**src/rtl/if_fetch_unit.sv**
```systemverilog
// Instruction-fetch stage: PC register, I-cache request/drop FSM,
// direct-mapped BTB with 2-bit saturating counters.
module if_fetch_unit #(
  parameter logic [31:0] RESET_PC    = 32'h0000_0000,
  parameter int          BTB_ENTRIES = 16,
  parameter int          DATA_W      = 32
) (
  input  logic              clk,
  input  logic              rst,
  input  logic              hold,
  input  logic              dcache_stall,
  input  logic              predict_fail,
  input  logic [DATA_W-1:0] redirect_pc,
  input  logic              upd_valid,
  input  logic [DATA_W-1:0] upd_pc,
  input  logic              upd_taken,
  input  logic [DATA_W-1:0] upd_target,
  output logic              imem_req,
  output logic [DATA_W-1:0] imem_addr,
  input  logic              imem_ready,
  input  logic [DATA_W-1:0] imem_rdata,
  output logic              icache_stall,
  output logic [DATA_W-1:0] inst_out,
  output logic [DATA_W-1:0] pc_out,
  output logic              predict_out,
  output logic [DATA_W-1:0] predict_pc_out
);

  localparam int IDX   = $clog2(BTB_ENTRIES);
  localparam int TAG_W = DATA_W - IDX - 2;

  typedef enum logic {
    FETCH = 1'b0,
    DROP  = 1'b1
  } state_t;

  state_t              state;
  logic [DATA_W-1:0]   pc;
  logic [DATA_W-1:0]   drop_addr;

  logic                btb_valid  [BTB_ENTRIES];
  logic [TAG_W-1:0]    btb_tag    [BTB_ENTRIES];
  logic [DATA_W-1:0]   btb_target [BTB_ENTRIES];
  logic [1:0]          btb_ctr    [BTB_ENTRIES];

  logic [IDX-1:0]      rd_idx;
  logic [TAG_W-1:0]    rd_tag;
  logic                btb_hit;
  logic [DATA_W-1:0]   pc_plus4;

  logic [IDX-1:0]      wr_idx;
  logic [TAG_W-1:0]    wr_tag;
  logic                wr_hit;

  logic                fetch_done;
  logic                unused_upd_bits;

  assign unused_upd_bits = ^upd_pc[1:0];

  // BTB read port and prediction for the current PC
  assign rd_idx   = pc[IDX+1:2];
  assign rd_tag   = pc[DATA_W-1:IDX+2];
  assign btb_hit  = btb_valid[rd_idx] && (btb_tag[rd_idx] == rd_tag);
  assign pc_plus4 = pc + DATA_W'(4);

  assign predict_out    = btb_hit && btb_ctr[rd_idx][1]
                          && (state == FETCH);
  assign predict_pc_out = predict_out ? btb_target[rd_idx]
                                      : pc_plus4;

  // Training port lookup
  assign wr_idx = upd_pc[IDX+1:2];
  assign wr_tag = upd_pc[DATA_W-1:IDX+2];
  assign wr_hit = btb_valid[wr_idx] && (btb_tag[wr_idx] == wr_tag);

  // Cache interface; DROP keeps the abandoned address on the bus
  assign imem_req     = 1'b1;
  assign imem_addr    = (state == DROP) ? drop_addr : pc;
  assign fetch_done   = (state == FETCH) && imem_ready;
  assign icache_stall = ((state == FETCH) && !imem_ready)
                        || (state == DROP);

  assign inst_out = fetch_done ? imem_rdata : '0;
  assign pc_out   = pc;

  // PC and fetch FSM: reset > redirect > drop > stall > advance
  always_ff @(posedge clk) begin
    if (rst) begin
      pc        <= RESET_PC[DATA_W-1:0];
      state     <= FETCH;
      drop_addr <= '0;
    end else if (predict_fail) begin
      pc <= redirect_pc;
      if ((state == FETCH) && !imem_ready) begin
        drop_addr <= pc;
        state     <= DROP;
      end
    end else if (state == DROP) begin
      if (imem_ready) begin
        state <= FETCH;
      end
    end else if (dcache_stall || hold || icache_stall) begin
      pc <= pc;
    end else begin
      pc <= predict_pc_out;
    end
  end

  // BTB training from branch resolution
  always_ff @(posedge clk) begin
    if (rst) begin
      for (int i = 0; i < BTB_ENTRIES; i++) begin
        btb_valid[i] <= 1'b0;
        btb_ctr[i]   <= 2'b01;
      end
    end else if (upd_valid) begin
      if (upd_taken) begin
        if (wr_hit) begin
          if (btb_ctr[wr_idx] != 2'b11) begin
            btb_ctr[wr_idx] <= btb_ctr[wr_idx] + 2'b01;
          end
          btb_target[wr_idx] <= upd_target;
        end else begin
          btb_valid[wr_idx]  <= 1'b1;
          btb_tag[wr_idx]    <= wr_tag;
          btb_target[wr_idx] <= upd_target;
          btb_ctr[wr_idx]    <= 2'b10;
        end
      end else if (wr_hit) begin
        if (btb_ctr[wr_idx] != 2'b00) begin
          btb_ctr[wr_idx] <= btb_ctr[wr_idx] - 2'b01;
        end
      end
    end
  end

endmodule

```
**config.mk**
```make
export PLATFORM = sky130hd
export DESIGN_NAME = if_fetch_unit
export DESIGN_NICKNAME = d
export VERILOG_FILES = /design/src/rtl/if_fetch_unit.sv
export SDC_FILE = /design/constraint.sdc
export NUM_CORES = 1
export LEC_CHECK = 0
export CAP_MARGIN = 20
export CORE_MARGIN = 1
export CORE_UTILIZATION = 50
export CTS_BUF_LIST = sky130_fd_sc_hd__clkbuf_4 sky130_fd_sc_hd__clkbuf_8
export DETAILED_ROUTE_END_ITERATION = 10
export GPL_TIMING_DRIVEN = 0
export PLACE_DENSITY = 0.82
export SETUP_SLACK_MARGIN = 0.2
export SYNTH_ARGS = -nofsm -noshare
export SYNTH_HDL_FRONTEND = slang
export SYNTH_SLANG_ARGS = --single-unit
```
**constraint.sdc**
```tcl
create_clock -name clk -period 5.47 [get_ports clk]
set_clock_uncertainty 0.1 [all_clocks]
set_input_delay 1.3675 -clock clk [delete_from_list [all_inputs] [get_ports clk]]
set_output_delay 1.3675 -clock clk [all_outputs]
set_load 0.01 [all_outputs]
```
-- Word-level counts from Yosys, hierarchy flattened
Memory sizes are Yosys's and may differ from the RTL's. A register that Yosys moved wholly into a read port is not among the register bits.
Cells that the tools add are included.
- memories kept: 4
- input port bits: 136
- logic and storage cells: 86
- output and inout bits: 131
- bits in writable memories: 976
- bits in registers: 65
- memories (memory ; words ; bits a word ; rd ports ; clocked after Yosys merged registers in ; wr ports ; RTL line ; text):
    btb_target ; 16 ; 32 ; 1 ; 1 ; 1 ; 43 ; logic [DATA_W-1:0] btb_target [BTB_ENTRIES];
    btb_tag ; 16 ; 26 ; 2 ; 1 ; 1 ; 42 ; logic [TAG_W-1:0] btb_tag [BTB_ENTRIES];
    btb_ctr ; 16 ; 2 ; 2 ; 1 ; 16 ; 44 ; logic [1:0] btb_ctr [BTB_ENTRIES];
    btb_valid ; 16 ; 1 ; 2 ; 1 ; 16 ; 41 ; logic btb_valid [BTB_ENTRIES];
- bitwise gates (word level): 4
- eq/ne operators: 6
- add/subtract/negate cells: 3
- mux-type cells: 51
- reductions and logical operators: 15
- operators with widths (operator ; count):
    32-bit 2-to-1 mux ; 7
    26-bit == test ; 2
    4-bit 2-to-1 mux ; 10
    32-bit by 3-bit adder with 32-bit output (second input constant) ; 1
    1-bit 2-to-1 mux ; 31
    1-bit logical AND ; 6
    2-bit 2-to-1 mux ; 3
    2-bit != test (second input constant) ; 3
    2-bit AND reduction ; 2
    1-bit logical OR ; 3
    1-bit bitwise OR ; 3
    2-bit by 1-bit adder with 2-bit output (second input constant) ; 1
    2-bit by 1-bit != test with 1-bit output (second input constant) ; 1
    2-bit nonzero test ; 1
    2-bit OR reduction ; 1
    2-bit by 1-bit subtractor with 2-bit output (second input constant) ; 1
    1-bit zero test ; 1
    1-bit NOT ; 1
    1-bit OR reduction ; 1

-- Logic depth before layout (Yosys ltp)
An unclocked memory read counts as a cell.
- word-level depth: 12
- depth in mapped cells: 15
- mapped depth without buffers: 9

-- Least setup slack after synthesis
OpenSTA, ideal clock, no wires.
- kind: input to register
- start: input port upd_pc[2]
- end: memory btb_ctr[14][0] (enable)
- buffers on the path: 6
- data arrival time: 5.393 ns
- setup time: 0.271 ns
- stages: 15
- data required time: 5.099 ns
- setup slack: -0.294 ns
- cells stage by stage: buf_2 -> buf_2 -> buf_1 -> buf_1 -> buf_1 -> mux4_2 -> mux4_2 -> inv_1 -> ha_1 -> a2111oi_0 -> nand4_1 -> nor3_1 -> a21oi_1 -> buf_2 -> o31ai_1
- RTL lines (what ; RTL line ; text):
    from (decl) ; 15 ; input logic [DATA_W-1:0] upd_pc,
    to (decl) ; 44 ;

==> impl_summary.md <==
GRT
The first global-routing pass estimated 214000 µm of wire. The number of global-route vias before repair is 30600. The initial antenna violation count was 15. Global routing used 32.6% of the available tracks. The largest net degree at the start of global routing is 23. The overflow left after global routing is 0.

Synth
The number of enable-type register cells in the synthesized netlist is 960. Counting flops with an async set or reset pin after synthesis yields a share of 0%. The cell count after synthesis came out at 2524. Summing the sequential cell areas from Yosys gives 66.1% of the chip area. The warning count from the yosys run is 0.

The post-synth design cell area is 46200 µm². Counting flops and latches in the post-synthesis netlist gives 1045. For this run, the leading register cell type out of synthesis is edfxtp_1. In this run the mean area of a mapped cell was 18.3 µm². The number of library cell types mapped by synthesis is 65. Counting every net in the synthesized netlist gives 2663.

Place
The count of buffers added on input and output ports is 259. The total half-perimeter wirelength after legalization and detailed placement is 101000 µm. The global placer's final weighted congestion is 0.976.

Floorplanning
The initialized floorplan defines 111 standard-cell rows. In this run the standard cell core region covers 91500 µm². The floorplan step defined a die boundary enclosing 93500 µm². The floorplan step set the die height to 306 µm. The I/O pin count is 267. Once the floorplan was initialized, standard cells occupied 50.4% of the core.

The die is 306 µm wide.

Routing
The number of nets with antenna violations after routing is 0. The wire length reported by the detailed router is 154000 µm. The routed wirelength normalized by instance count is 34.7 µm. In the routed design, unresolved DRC markers number 0. The number of DRC violations after detailed-routing iteration 0 is 5065. The pre-antenna-repair detailed-routing pass consisted of 6 iterations.

The routed layout has 30400 vias. The via density per instance is 6.86.

Clock tree
Clock tree synthesis inserted a total of 164 buffers. Clock-pin slew was measured on the worst setup and hold paths at 0.06 ns. The hold-fix buffer count after cts is 0. The clock latency on the worst-skew pair is 0.90 ns. In this run the number of H-tree levels came out at 4. The clock tree root driver cell is clkbuf_8. No sink is reached through more buffers than the 3 on the longest clock path. The number of clock sinks seen by CTS is 1045. TritonCTS built the clock tree.

Timing
The final-report max-slew violation count is 0. At the pin with the least slew margin, the transition time is 1.21 ns. The final period utilization is 121%.

Setup repair after global routing could not meet its margin everywhere. The headroom to the max-slew limit is 19.2%. Once routing completed, OpenROAD measured the worst setup slack at -1.15 ns.

Setup violations remaining at the end of the flow were counted as 33. The final number of hold-violating endpoints was 0. For the finished layout, the period the worst path requires is 6.62 ns.

The maximum clock rate is 151 MHz.

Layout
After filler insertion, the fill cell instance count of the layout stands at 5972. The fraction of final layout cells with drive strength greater than 1 is 34.4%. Compared with the post-synthesis result, the final layout area differs by 23.3%. Measured on the finished design, the core utilization comes to 62.2%. The final layout contains 3240 nets.

Critical path
The largest fanout of any net on the critical path is 10. The launching element type of the critical path is a flip-flop. The arrival time of data at the critical path endpoint is 5.15 ns.

STA puts the critical path data required time at 4.00 ns. The capturing element type of the critical path is an output pin. The critical path class is reg2out. The internal reg-to-reg setup slack is 0.69 ns.

Pwr
The static leakage is 18.4 nW. The total chip power is 0.0174 W. For this design the ratio of total power to cell area is 306 nW/µm².

Across the VDD grid, the largest voltage drop is 0.000234 V.

Flow run
The reported max-cap violation count is 0.

Run status
The final reports fail on negative setup slack. The run finished, with violations left.

Hold path
The path class of the tightest hold or removal check is reg2reg.
metrics by stage:
step | setup slack [ns] | hold slack [ns] | cells | instance area (µm²) | setup TNS, ns
3_5_place_dp | -2.71 | 0.347 | 4005 | 51200 | -1474.86
6_report | -1.15 | 0.354 | 4427 | 56900 | -34.82
2_1_floorplan | -0.152 | 0.333 | 2524 | 46200 | -53.98
3_3_place_gp | -3.68 | 0.339 | 3969 | 50200 | -3038.07
5_1_grt | -1.19 | 0.377 | 4422 | 56900 | -36.45
4_1_cts | -1.13 | 0.355 | 4370 | 56300 | -31.28
layout by cell type (no fill, tap or decap), types with 17 or more instances in the layout:
| cell | instances |
|---|---|
| edfxtp_1 | 960 |
| mux4_2 | 334 |
| clkdlybuf4s50_1 | 226 |
| clkbuf_8 | 174 |
| nand2_1 | 121 |
| buf_4 | 97 |
| mux2i_1 | 86 |
| dfxtp_1 | 84 |
| clkbuf_1 | 75 |
| mux2_2 | 66 |
| buf_6 | 61 |
| a22oi_1 | 61 |
| clkbuf_4 | 57 |
| buf_12 | 55 |
| xnor2_1 | 46 |
| clkinv_1 | 40 |
| a21oi_1 | 39 |
| and2_1 | 38 |
| nand3_1 | 38 |
| nor2_4 | 33 |
| mux2_4 | 31 |
| o2bb2ai_1 | 30 |
| xor2_1 | 25 |
| a22o_1 | 24 |
| o21ai_0 | 23 |
| nor3_1 | 23 |
| clkbuf_2 | 21 |
| buf_2 | 19 |
| nor2_1 | 19 |
| o22ai_1 | 19 |
| o2bb2ai_2 | 19 |
| clkinv_2 | 18 |
| buf_16 | 17 |
worst paths after layout:
path                 start           endpoint  cells past startpoint
max reg2reg      flip-flop          pc_out[4]                     18
min reg2reg  drop_addr[24]      drop_addr[24]                      2
min          drop_addr[24]      drop_addr[24]                      2
max              flip-flop  predict_pc_out[5]                     17
logic make-up after synthesis:
| logic type | count (synthesis) | share of synthesized area, % |
|---|---|---|
| AO/OA/AOI/OAI | 287 | 4.92 |
| XOR/XNOR | 82 | 1.56 |
| adder cells (fa/ha/maj) | 3 | 0.0813 |
| buffers and inverters | 208 | 2.04 |
| flip-flops | 1045 | 66.1 |
| multiplexers | 528 | 21.2 |
| other | 1 | 0.00812 |
| AND/OR/NAND/NOR | 370 | 4.01 |
registers in the layout, indices dropped and copies added, names as in the netlist, named ones only:
register and flops:
btb_target 512, btb_tag 416, btb_ctr 32, drop_addr 32
pc_out 32, btb_valid 16, state 1
cell type report:
cell class / instances / area [µm²] / area share (%)
Timing Repair Buffer: 415 / 4700 / 8.26
Buffer: 191 / 1360 / 2.39
Tap cell: 1186 / 1480 / 2.61
Inverter: 12 / 45.0 / 0.0791
Clock buffer: 221 / 2730 / 4.79
Antenna cell: 8 / 20.0 / 0.0352
Clock inverter: 77 / 524 / 0.921
Multi-Input combinational cell: 1272 / 15500 / 27.3
Sequential cell: 1045 / 30500 / 53.6
timing repair:
item	CTS	global route
pin swaps	35	21
setup endpoints to repair	800	208
buffers inserted	65	46
gates cloned	6	0
resized for setup	404	65
power by group:
group	switching [W]	internal [W]
clock network	0.00324	0.00339
registers	0.0000493	0.00879
logic	0.00110	0.000862
critical path: stages, from the launching register on:
cell	delay (ns)
dfxtp_1	0.39
buf_6	0.17
buf_8	0.18
buf_12	0.20
buf_8	0.21
buf_4	0.28
mux4_2	0.37
a221oi_4	0.57
xnor2_2	0.16
nor2_1	0.15
nand4b_1	0.19
nor4_4	0.31
buf_6	0.19
buf_6	0.11
buf_6	0.12
buf_16	0.14
mux2_4	0.35
buf_6	0.14
cells in the mapped netlist, drive strengths merged (10+ instances only):
cell	instances	area (µm²)
o2bb2ai	49	548
xor2	27	236
and2	39	244
o21ai	23	115
nor3	27	135
xnor2	55	482
nand3	38	190
o22ai	19	119
mux4	341	7710
o31ai	14	105
mux2	97	1200
buf	87	488
a21oi	40	200
nor2b	12	75.1
a221oi	22	218
nand4	16	100
nor4	10	77.6
a22o	24	210
dfxtp	85	1700
clkbuf	109	409
mux2i	90	901
edfxtp	960	28800
a22oi	63	473
nor2	55	206
inv	12	45.0
nand2	122	458
nand2b	12	75.1
routing by layer:
| metal | vias up | global-route usage [%] | wire length, µm |
|---|---|---|---|
| met4 | 20 | 19.8 | 9720 |
| met5 | - | 0 | 122 |
| li1 | 11600 | - | - |
| met3 | 685 | 12.1 | 24300 |
| met2 | 2944 | 50.2 | 71100 |
| met1 | 15100 | 39.3 | 48500 |
Power figures use the tool's default switching activity.
